## src/rtl/sm_input_filter_pkg.sv

```systemverilog
// sm_input_filter_pkg: shared defaults and the stability threshold test for the input filter.
package sm_input_filter_pkg;

    localparam int          SM_FILTER_SYNC_STAGES    = 2;
    localparam logic [15:0] SM_FILTER_STABLE_DEFAULT = 16'd1000;

    // Threshold of 0 is treated as 1; 33-bit compare so cnt+1 can never wrap.
    function automatic logic threshold_met(input logic [31:0] cnt, input logic [31:0] n);
        return ({1'b0, cnt} + 33'd1) >= {1'b0, (n == 32'd0) ? 32'd1 : n};
    endfunction

endpackage

```

## src/rtl/sm_filter_channel.sv

```systemverilog
// sm_filter_channel: one-bit synchroniser, stability counter and registered rise/fall pulses.
module sm_filter_channel
    import sm_input_filter_pkg::*;
#(
    parameter int   SYNC_STAGES = SM_FILTER_SYNC_STAGES,
    parameter int   CNT_W       = 16,
    parameter logic RESET_VAL   = 1'b0
) (
    input  logic             clk,
    input  logic             rst_n,
    input  logic             d,
    input  logic [CNT_W-1:0] stable_cycles,
    output logic             q,
    output logic             rise,
    output logic             fall,
    output logic             busy
);

    logic [SYNC_STAGES-1:0] sync_q, sync_d;
    logic [CNT_W-1:0]       cnt_q, cnt_d;
    logic                   q_q, q_d, rise_q, rise_d, fall_q, fall_d;
    logic                   s, commit;

    assign s = sync_q[SYNC_STAGES-1];

    always_comb begin
        sync_d = {sync_q[SYNC_STAGES-2:0], d};
        commit = (s != q_q) && threshold_met(32'(cnt_q), 32'(stable_cycles));
        q_d    = commit ? s : q_q;
        cnt_d  = (s == q_q || commit) ? '0 : cnt_q + CNT_W'(1);
        rise_d = commit & s;
        fall_d = commit & ~s;
    end

    always_ff @(posedge clk) begin
        if (!rst_n) begin
            sync_q <= {SYNC_STAGES{RESET_VAL}};
            q_q    <= RESET_VAL;
            cnt_q  <= '0;
            rise_q <= 1'b0;
            fall_q <= 1'b0;
        end else begin
            sync_q <= sync_d;
            q_q    <= q_d;
            cnt_q  <= cnt_d;
            rise_q <= rise_d;
            fall_q <= fall_d;
        end
    end

    assign q    = q_q;
    assign rise = rise_q;
    assign fall = fall_q;
    assign busy = (cnt_q != '0);

endmodule

```

## src/rtl/sm_input_filter.sv

```systemverilog
// sm_input_filter: WIDTH independent filter channels sharing clock, reset and threshold.
module sm_input_filter
    import sm_input_filter_pkg::*;
#(
    parameter int   WIDTH       = 1,
    parameter int   SYNC_STAGES = SM_FILTER_SYNC_STAGES,
    parameter int   CNT_W       = 16,
    parameter logic RESET_VAL   = 1'b0
) (
    input  logic             clk,
    input  logic             rst_n,
    input  logic [WIDTH-1:0] d,
    input  logic [CNT_W-1:0] stable_cycles,
    output logic [WIDTH-1:0] q,
    output logic [WIDTH-1:0] rise,
    output logic [WIDTH-1:0] fall,
    output logic [WIDTH-1:0] busy
);

    for (genvar g = 0; g < WIDTH; g++) begin : g_ch
        sm_filter_channel #(
            .SYNC_STAGES(SYNC_STAGES),
            .CNT_W      (CNT_W),
            .RESET_VAL  (RESET_VAL)
        ) u_ch (
            .clk          (clk),
            .rst_n        (rst_n),
            .d            (d[g]),
            .stable_cycles(stable_cycles),
            .q            (q[g]),
            .rise         (rise[g]),
            .fall         (fall[g]),
            .busy         (busy[g])
        );
    end

endmodule
```

## config.mk

```make
export PLATFORM = sky130hd
export DESIGN_NAME = sm_input_filter
export DESIGN_NICKNAME = d
export VERILOG_FILES = /design/src/rtl/sm_input_filter_pkg.sv /design/src/rtl/sm_filter_channel.sv /design/src/rtl/sm_input_filter.sv
export SDC_FILE = /design/constraint.sdc
export NUM_CORES = 1
export LEC_CHECK = 0
export CORE_ASPECT_RATIO = 0.75
export CORE_MARGIN = 2
export CORE_UTILIZATION = 57
export CTS_CLUSTER_SIZE = 10
export DETAILED_ROUTE_END_ITERATION = 8
export PLACE_DENSITY = 0.9
export SYNTH_ARGS = -nofsm -noshare
export SYNTH_HDL_FRONTEND = slang
export SYNTH_SLANG_ARGS = --single-unit
```

## constraint.sdc

```tcl
create_clock -name clk -period 4 [get_ports clk]
set_input_delay 1.2 -clock clk [delete_from_list [all_inputs] [get_ports clk]]
set_output_delay 1.2 -clock clk [all_outputs]
set_load 0.01 [all_outputs]
```

Yosys cells after proc, flatten, opt, wreduce, memory -nomap -nowiden
Cells that the tools add are included.

Equality and inequality tests: 2. Bitwise logic cells: 4. Reductions and logical operators: 5. Multiplexer cells: 1. Add/subtract/negate cells: 2. Magnitude comparators: 1.

Operator list (number): $ge A33 B32 Y1 (1); $add A16 B1 Y17 const B (1); $add A16 B1 Y16 const B (1); $logic_not A16 Y1 (1); $mux W16 (1); $reduce_bool A16 Y1 (1); $and A1 B1 Y1 (2); $not A1 Y1 (2); $reduce_or A2 Y1 (1); $eq A1 B1 Y1 (1); $logic_and A1 B1 Y1 (1); $logic_or A1 B1 Y1 (1); $ne A1 B1 Y1 (1).

Bits of input ports: 19. Logic and storage cells: 20. Register bits: 21. Output and inout bits: 4.

Logic depth before layout (Yosys ltp)
Gate-level depths: netlist (run 1).

Word-level depth: 6. Depth in mapped cells: 13. Depth with buffers taken out: 12.

Least setup slack after synthesis (run 1)
No wires, ideal clock.

Path kind: input to register. Start: input port stable_cycles[9]. End: register g_ch[0].u_ch.cnt_q[15]. Stages on the path: 10. Buffers on the path: 1. Path slack: 1161 ps. Arrival time: 2778 ps. Data required time: 3938 ps. Library setup time: 62 ps. Cells stage by stage: nor4_1 -> a41o_1 -> ha_1 -> nor2b_1 -> o21bai_1 -> a31oi_1 -> o31ai_1 -> nand4_2 -> buf_6 -> nor2b_2.

Word-level cells in the longest chain between the ends: 6.

RTL lines: from (decl) (RTL line sm_input_filter.sv:13) `input logic [CNT_W-1:0] stable_cycles,`; $logic_not A16 Y1 (RTL line sm_input_filter_pkg.sv:9) `return ({1'b0, cnt} + 33'd1) >= {1'b0, (n == 32'd0) ? 32'd1 : n};`; $mux W16 * (RTL line sm_input_filter_pkg.sv:9); $ge A33 B32 Y1 * (RTL line sm_input_filter_pkg.sv:9); $logic_and A1 B1 Y1 * (RTL line sm_filter_channel.sv:28) `commit = (s != q_q) && threshold_met(32'(cnt_q), 32'(stable_cycles));`; $logic_or A1 B1 Y1 * (RTL line sm_filter_channel.sv:30) `cnt_d = (s == q_q || commit) ? '0 : cnt_q + CNT_W'(1);`; $reduce_or A2 Y1 (no source line) *; to (signal assigned) (RTL line sm_filter_channel.sv:45) `cnt_q <= cnt_d;`; to (decl) (RTL line sm_filter_channel.sv:20) `logic [CNT_W-1:0] cnt_q, cnt_d;`.

Mark *: on every way between the ends. The rest lies on a longest branch, timed or not. A chain may end at the register's enable or synchronous reset.

Final worst setup path (run 1)
Start: input port stable_cycles[1]. End: register g_ch[0].u_ch.cnt_q[7].

Same word-level chain as after synthesis.

==> flow_summary.toml, run 1 <==
[run_status]
status = "finished, final reports clean"

[pwr]
peakVddDrop_uv = 181
power_density_mw_per_mm2 = 205
p_total_mw = 0.349
swShare = 0.216
internal_power_mw = 0.274
power_switching_mw = 0.0755
power_frac_comb = 0.122
seq_power_share = 0.605
clockPowerShare = 0.273
static-leakage-power_nw = 0.780

[global_route]
grt_max_degree = 12
antenna_found_initial = 0
grt_pass1_wl_mm = 5.00
grt_pass1_vias = 1134
grt.overflow.total = 0
grt_usage = 0.248

[synth]
synth_top_area_frac = 0.297
synth_edf_count = 0
async_reset_ff_frac = 0
yosysMostFrequentCell = "dfxtp_1"
synth_seq_cells = 21
ys_seq_area_frac = 0.297
synthTopCellsByArea = "dfxtp_1, ha_1, inv_1"
syn_avg_cell_area_sq_um = 9.13
syn-cell-area_sq_mm = 0.00142
yosys-top-cells-count = "dfxtp_1, inv_1, ha_1, nand2_1, xnor2_1"
yosys.cell_types.count = 36
yosysTopAreaCell = "dfxtp_1"
synth_cells = 155
synthFlopType = "dfxtp_1"
yosysWarnings = 0
syn_nets = 192

[clocking]
hold_buffers = 0
cts-resized-gates = 0
cts.clk_slew.worst_paths_ps = 110
cts_buffers = 3
cts_htree_levels = 1
clock_sinks = 21
cts_buffer_depth = 2
cts_setup_buffers = 0
tritoncts = "done"
cts.root.buffer_cell = "clkbuf_4"
insertion_delay_ps = 300

[timing]
final.setup.tns_ps = 0
clock.fmax_mhz = 293
fin_hold_ws_ps = 462
period_needed_ps = 3410
setup_ws_ps = 587
worstMarginPinSlew_ps = 356
setup_viol = 0
slew_headroom = 0.761
period_share = 0.853
hold_viol = 0
clock_skew_ps = 9.04
final-max-slew-violation-count = 0
rsz0062_at_grt = "false"

[setup_path]
critPathMaxStageDelay_ps = 410
worst_setup_path_end_kind = "flop"
start_kind = "input pin"
cp_max_fo = 10
crit_arrival_ps = 3650
path_class = "input pin to flop"
crit_slowest_cell = "clkdlybuf4s50_1"
worstPathCellList = "clkdlybuf4s50_1 -> nor4_1 -> a41o_1 -> ha_1 -> nor2b_1 -> o21bai_1 -> a31oi_1 -> o31ai_1 -> nand4_2 -> buf_4 -> nor2b_2"
cp.required_ps = 4240

[layout]
multiInputGateArea_sq_um = 908
drive_above_1_share = 0.160
layout-area-overhead-vs-synth_pct = 20.2
nNetsFinal = 219
register_area_sq_um = 420
antenna_cells_inserted = 0
layout.cells.non_filler = 215
n_fill_cell = 173

[floorplan]
rows = 15
core_area_sq_mm = 0.00233
num_io_pins = 23
die_height_um = 47.2
start_util = 0.608
die_x_um = 61.5
dieArea_sq_mm = 0.00290

[placement]
placedCellCount = 211
hpwl_mm = 2.64
globalplace.congestion = 0.868
pre_cts_ws_ps = 282
numPortBuffers = 22

[routing]
drc = 0
wl_per_cell_um = 14.6
finalWirelength_mm = 3.14
vias = 1196
drtIter0Drc = 60
ant_nets = 0
viasPerCell = 5.56
drt_first_pass_iters = 6

[flow_run]
maxCapViolations = 0

[worst_hold_path]
hp-class = "flop to flop"
==> stage by stage <==
step | cell area, sq um | util
2_1_floorplan | 1420 | -
3_3_place_gp | 1670 | 0.719
3_5_place_dp | 1670 | 0.719
4_1_cts | 1700 | 0.731
5_1_grt | 1700 | 0.731
6_report | 1700 | 0.731
==> critical path, delay by kind of cell <==
family	cells	cell delay [ps]
AOI/OAI and AO/OA	4	790
adders and majority gates	1	140
buffers and inverters	2	700
and+or+nand+nor	4	800
==> metal layers <==
layer | wire (um) | vias up | share of wire | track usage
li1 | - | 591 | - | -
met1 | 1480 | 542 | 0.47 | 0.331
met2 | 1370 | 51 | 0.44 | 0.383
met3 | 171 | 12 | 0.054 | 0.0220
met4 | 124 | 0 | 0.039 | 0.174
met5 | 0 | - | 0 | 0
==> state kept, by name (all words and copies together), names as in the netlist <==
register and count:
g_ch.u_ch.cnt_q 16, g_ch.u_ch.fall 1, g_ch.u_ch.q 1, g_ch.u_ch.rise 1, g_ch.u_ch.sync_q 2
==> power by group through the flow <==
stage	clock network, mW	registers [mW]	logic [mW]
3_5_place_dp	0	0.216	0.0422
3_3_place_gp	0	0.216	0.0391
2_1_floorplan	0	0.216	0.0166
6_report	0.0953	0.211	0.0425
4_1_cts	0.0966	0.211	0.0423
5_1_grt	0.103	0.212	0.0467
==> final cells by class <==
class                      count  area share
clock buffer                   4      0.0155
inverter                      20      0.0442
multi-input combinational    113       0.534
sequential                    21       0.247
tap                           34      0.0250
timing repair buffer          23       0.134
==> cells in the final DEF (no fill, tap or decap), types with 4 or more instances in the layout <==
cell type        synthesis  layout
dfxtp_1                 21      21
nand4_1                  5       5
ha_1                    18      18
nor4_1                   5       5
nor3_1                   4       4
a21oi_1                  5       5
and2b_2                  6       6
nand3_1                  7       7
nand2_1                  8       8
inv_1                   20      20
xor2_1                   7       7
nor2_1                   6       6
clkdlybuf4s50_1          0      22
nor2b_2                  6       6
xnor2_1                  8       8
==> cells by family after synthesis <==
logic type      after synthesis  share of synthesized area
mux                           1                    0.00707
fa+ha+maj                    18                      0.159
simple gates                 65                      0.315
flops                        21                      0.297
compound gates               14                     0.0681
xor+xnor                     15                     0.0928
buf+inv                      21                     0.0610
==> final timing paths <==
check / from / to / slack (ps) / cells past startpoint
worst max-delay path: stable_cycles[1] / g_ch[0].u_ch.cnt_q[7]$_SDFF_PP0_ / 590 / 11
worst min-delay path: g_ch[0].u_ch.sync_q[0]$_SDFF_PN0_ / g_ch[0].u_ch.sync_q[1]$_SDFF_PN0_ / 460 / 1
worst max register to register: g_ch[0].u_ch.cnt_q[0]$_SDFF_PP0_ / g_ch[0].u_ch.cnt_q[7]$_SDFF_PP0_ / 660 / 13
worst min register to register: g_ch[0].u_ch.sync_q[0]$_SDFF_PN0_ / g_ch[0].u_ch.sync_q[1]$_SDFF_PN0_ / 460 / 1
Note: power is estimated with default switching activity, not from simulation.
==> inputs of run 2 (changes only) <==
RECOVER_POWER = 50   (was not set)
==> run 2 against run 1 <==
Compared with the run above:
- flip-flop and latch count stayed put
- final cell count stayed put
- power is 0.27% lower
- clock power is 0.4% lower
- maximum frequency is 3.8% lower
- combinational power is 0.9% lower
- sequential power hardly changed
- largest cell class unchanged
==> flow_summary.toml, run 2 (synthesis results as in run 1) <==
[worst_hold_path]
hold_depth = 1
hold_end = "g_ch[0].u_ch.sync_q[1]$_SDFF_PN0_"
hp-class = "flop to flop"
min_from = "g_ch[0].u_ch.sync_q[0]$_SDFF_PN0_"

[clocking]
cts_buffers = 3
cts.root.buffer_cell = "clkbuf_4"
cts_htree_levels = 1
insertion_delay_ps = 300
cts.clk_slew.worst_paths_ps = 100
cts-resized-gates = 0
clock_sinks = 21
cts_buffer_depth = 2
tritoncts = "done"
hold_buffers = 0
cts_setup_buffers = 0

[setup_path]
r2r_slack_ps = 660
worst_setup_path_end_kind = "flop"
crit_slowest_cell = "dlygate4sd3_1"
critPathMaxStageDelay_ps = 550
critPathBufInv = 2
worstPathCellList = "dlygate4sd3_1 -> nor4_1 -> a41o_1 -> ha_1 -> nor2b_1 -> o21bai_1 -> a31oi_1 -> o31ai_1 -> nand4_2 -> buf_4 -> nor2b_2"
reg2reg_depth = 13
rr_endpoint = "g_ch[0].u_ch.cnt_q[7]$_SDFF_PP0_"
cp_top_family = "buffers and inverters"
start_kind = "input pin"
cp_max_fo = 10
crit_arrival_ps = 3780
r2r-start = "g_ch[0].u_ch.cnt_q[0]$_SDFF_PP0_"
path_class = "input pin to flop"
cp.required_ps = 4230

[timing]
hold_viol = 0
rsz0062_at_grt = "false"
period_share = 0.887
setup_viol = 0
worstMarginPinSlew_ps = 358
final-max-slew-violation-count = 0
clock_skew_ps = 8.12
period_needed_ps = 3550
clock.fmax_mhz = 282
slew_headroom = 0.760
final.setup.tns_ps = 0

[pwr]
seq_power_share = 0.607
power_switching_mw = 0.0751
peakVddDrop_uv = 180
clockPowerShare = 0.272
power_frac_comb = 0.121
swShare = 0.216
power_density_mw_per_mm2 = 205
internal_power_mw = 0.273
static-leakage-power_nw = 0.794

[routing]
wl_met1_mm = 1.50
wl_per_cell_um = 14.7
drtIter0Drc = 57
ant_nets = 0
vias = 1189
wl_met3_um = 144
viasPerCell = 5.53
top_layer = "met4"
finalWirelength_mm = 3.15
met2_length_mm = 1.38
drt_first_pass_iters = 4
drc = 0

[global_route]
grt_pass1_wl_mm = 5.00
grt.overflow.total = 0
grt_pass1_vias = 1134
grt_max_degree = 12
grt_usage = 0.248
antenna_found_initial = 0

[floorplan]
core_area_sq_mm = 0.00233
start_util = 0.608
rows = 15
dieArea_sq_mm = 0.00290
die_height_um = 47.2
num_io_pins = 23
die_x_um = 61.5

[layout]
final_area_sq_mm = 0.00170
drive_above_1_share = 0.160
top_regs = "g_ch.u_ch.cnt_q (16), g_ch.u_ch.sync_q (2)"
most-common-layout-cells = "dfxtp_1, inv_1, ha_1"
regMostFlops = "g_ch.u_ch.cnt_q"
layout.cells.non_filler = 215
antenna_cells_inserted = 0
n_fill_cell = 173
layout-area-overhead-vs-synth_pct = 20.2
largest_reg_flops = 16
nNetsFinal = 219
final_common_cell = "dfxtp_1"

[placement]
placed_area_sq_mm = 0.00167
placedCellCount = 211
numPortBuffers = 22
globalplace.congestion = 0.868
hpwl_mm = 2.64

[run_status]
status = "finished, final reports clean"

[flow_run]
maxCapViolations = 0
## run 2: cell types whose count changed in the layout (fill, tap and decap cells not counted), sizes merged
| cell | before | now |
|---|---|---|
| clkdlybuf4s50 | 22 | 16 |
| dlygate4sd3 | 0 | 6 |
## run 2: power by group through the flow
stage | Sequential [mW] | Clock, mW | Combinational, mW
final | 0.211 | 0.0949 | 0.0421
after global routing | 0.212 | 0.103 | 0.0461
after CTS | 0.211 | 0.0966 | 0.0423
after detailed placement | 0.216 | 0 | 0.0422
after global placement | 0.216 | 0 | 0.0391
after floorplan | 0.216 | 0 | 0.0166
## run 2: through the flow
step           power [mW]  hold WS [ps]  utilization  worst slack [ps]
2_1_floorplan       0.232           412            -              1160
3_3_place_gp        0.255           416        0.719               411
3_5_place_dp        0.258           449        0.719               282
4_1_cts             0.350           469        0.731               583
5_1_grt             0.360           484        0.731               213
6_report            0.348           461        0.731               453
## run 2: how the worst max path moves through the flow
stage	startpoint	end	slack [ps]	cells after the start
floorplan	stable_cycles[9]	g_ch[0].u_ch.cnt_q[15]$_SDFF_PP0_	1160	10
global placement	stable_cycles[5]	g_ch[0].u_ch.cnt_q[4]$_SDFF_PP0_	410	11
detailed placement	stable_cycles[1]	g_ch[0].u_ch.cnt_q[3]$_SDFF_PP0_	280	11
CTS	stable_cycles[1]	g_ch[0].u_ch.cnt_q[7]$_SDFF_PP0_	580	11
global route	stable_cycles[1]	g_ch[0].u_ch.cnt_q[7]$_SDFF_PP0_	210	11
finish	stable_cycles[1]	g_ch[0].u_ch.cnt_q[7]$_SDFF_PP0_	450	11
## run 2: routing by layer
| layer | GRT usage | up-vias |
|---|---|---|
| li1 | - | 593 |
| met1 | 0.331 | 537 |
| met2 | 0.383 | 47 |
| met3 | 0.0220 | 12 |
| met4 | 0.174 | 0 |
| met5 | 0 | - |
## run 2: layout make-up
class                      count  area [sq um]  area share
clock buffer                   4          26.3      0.0155
inverter                      20          75.1      0.0442
multi-input combinational    113           908       0.534
sequential                    21           420       0.247
tap                           34          42.5      0.0250
timing repair buffer          23           228       0.134
## run 2: worst register-to-register path, stage by stage (launching register included)
cell      delay [ps]
dfxtp_1          520
ha_1             250
nand3_2          130
nor2_2           210
and3_2           210
xor2_1           260
ha_1             300
a21oi_1          150
o21a_1           130
o21ai_0          100
a211oi_2         270
nand4_2          310
buf_4            290
nor2b_2          110
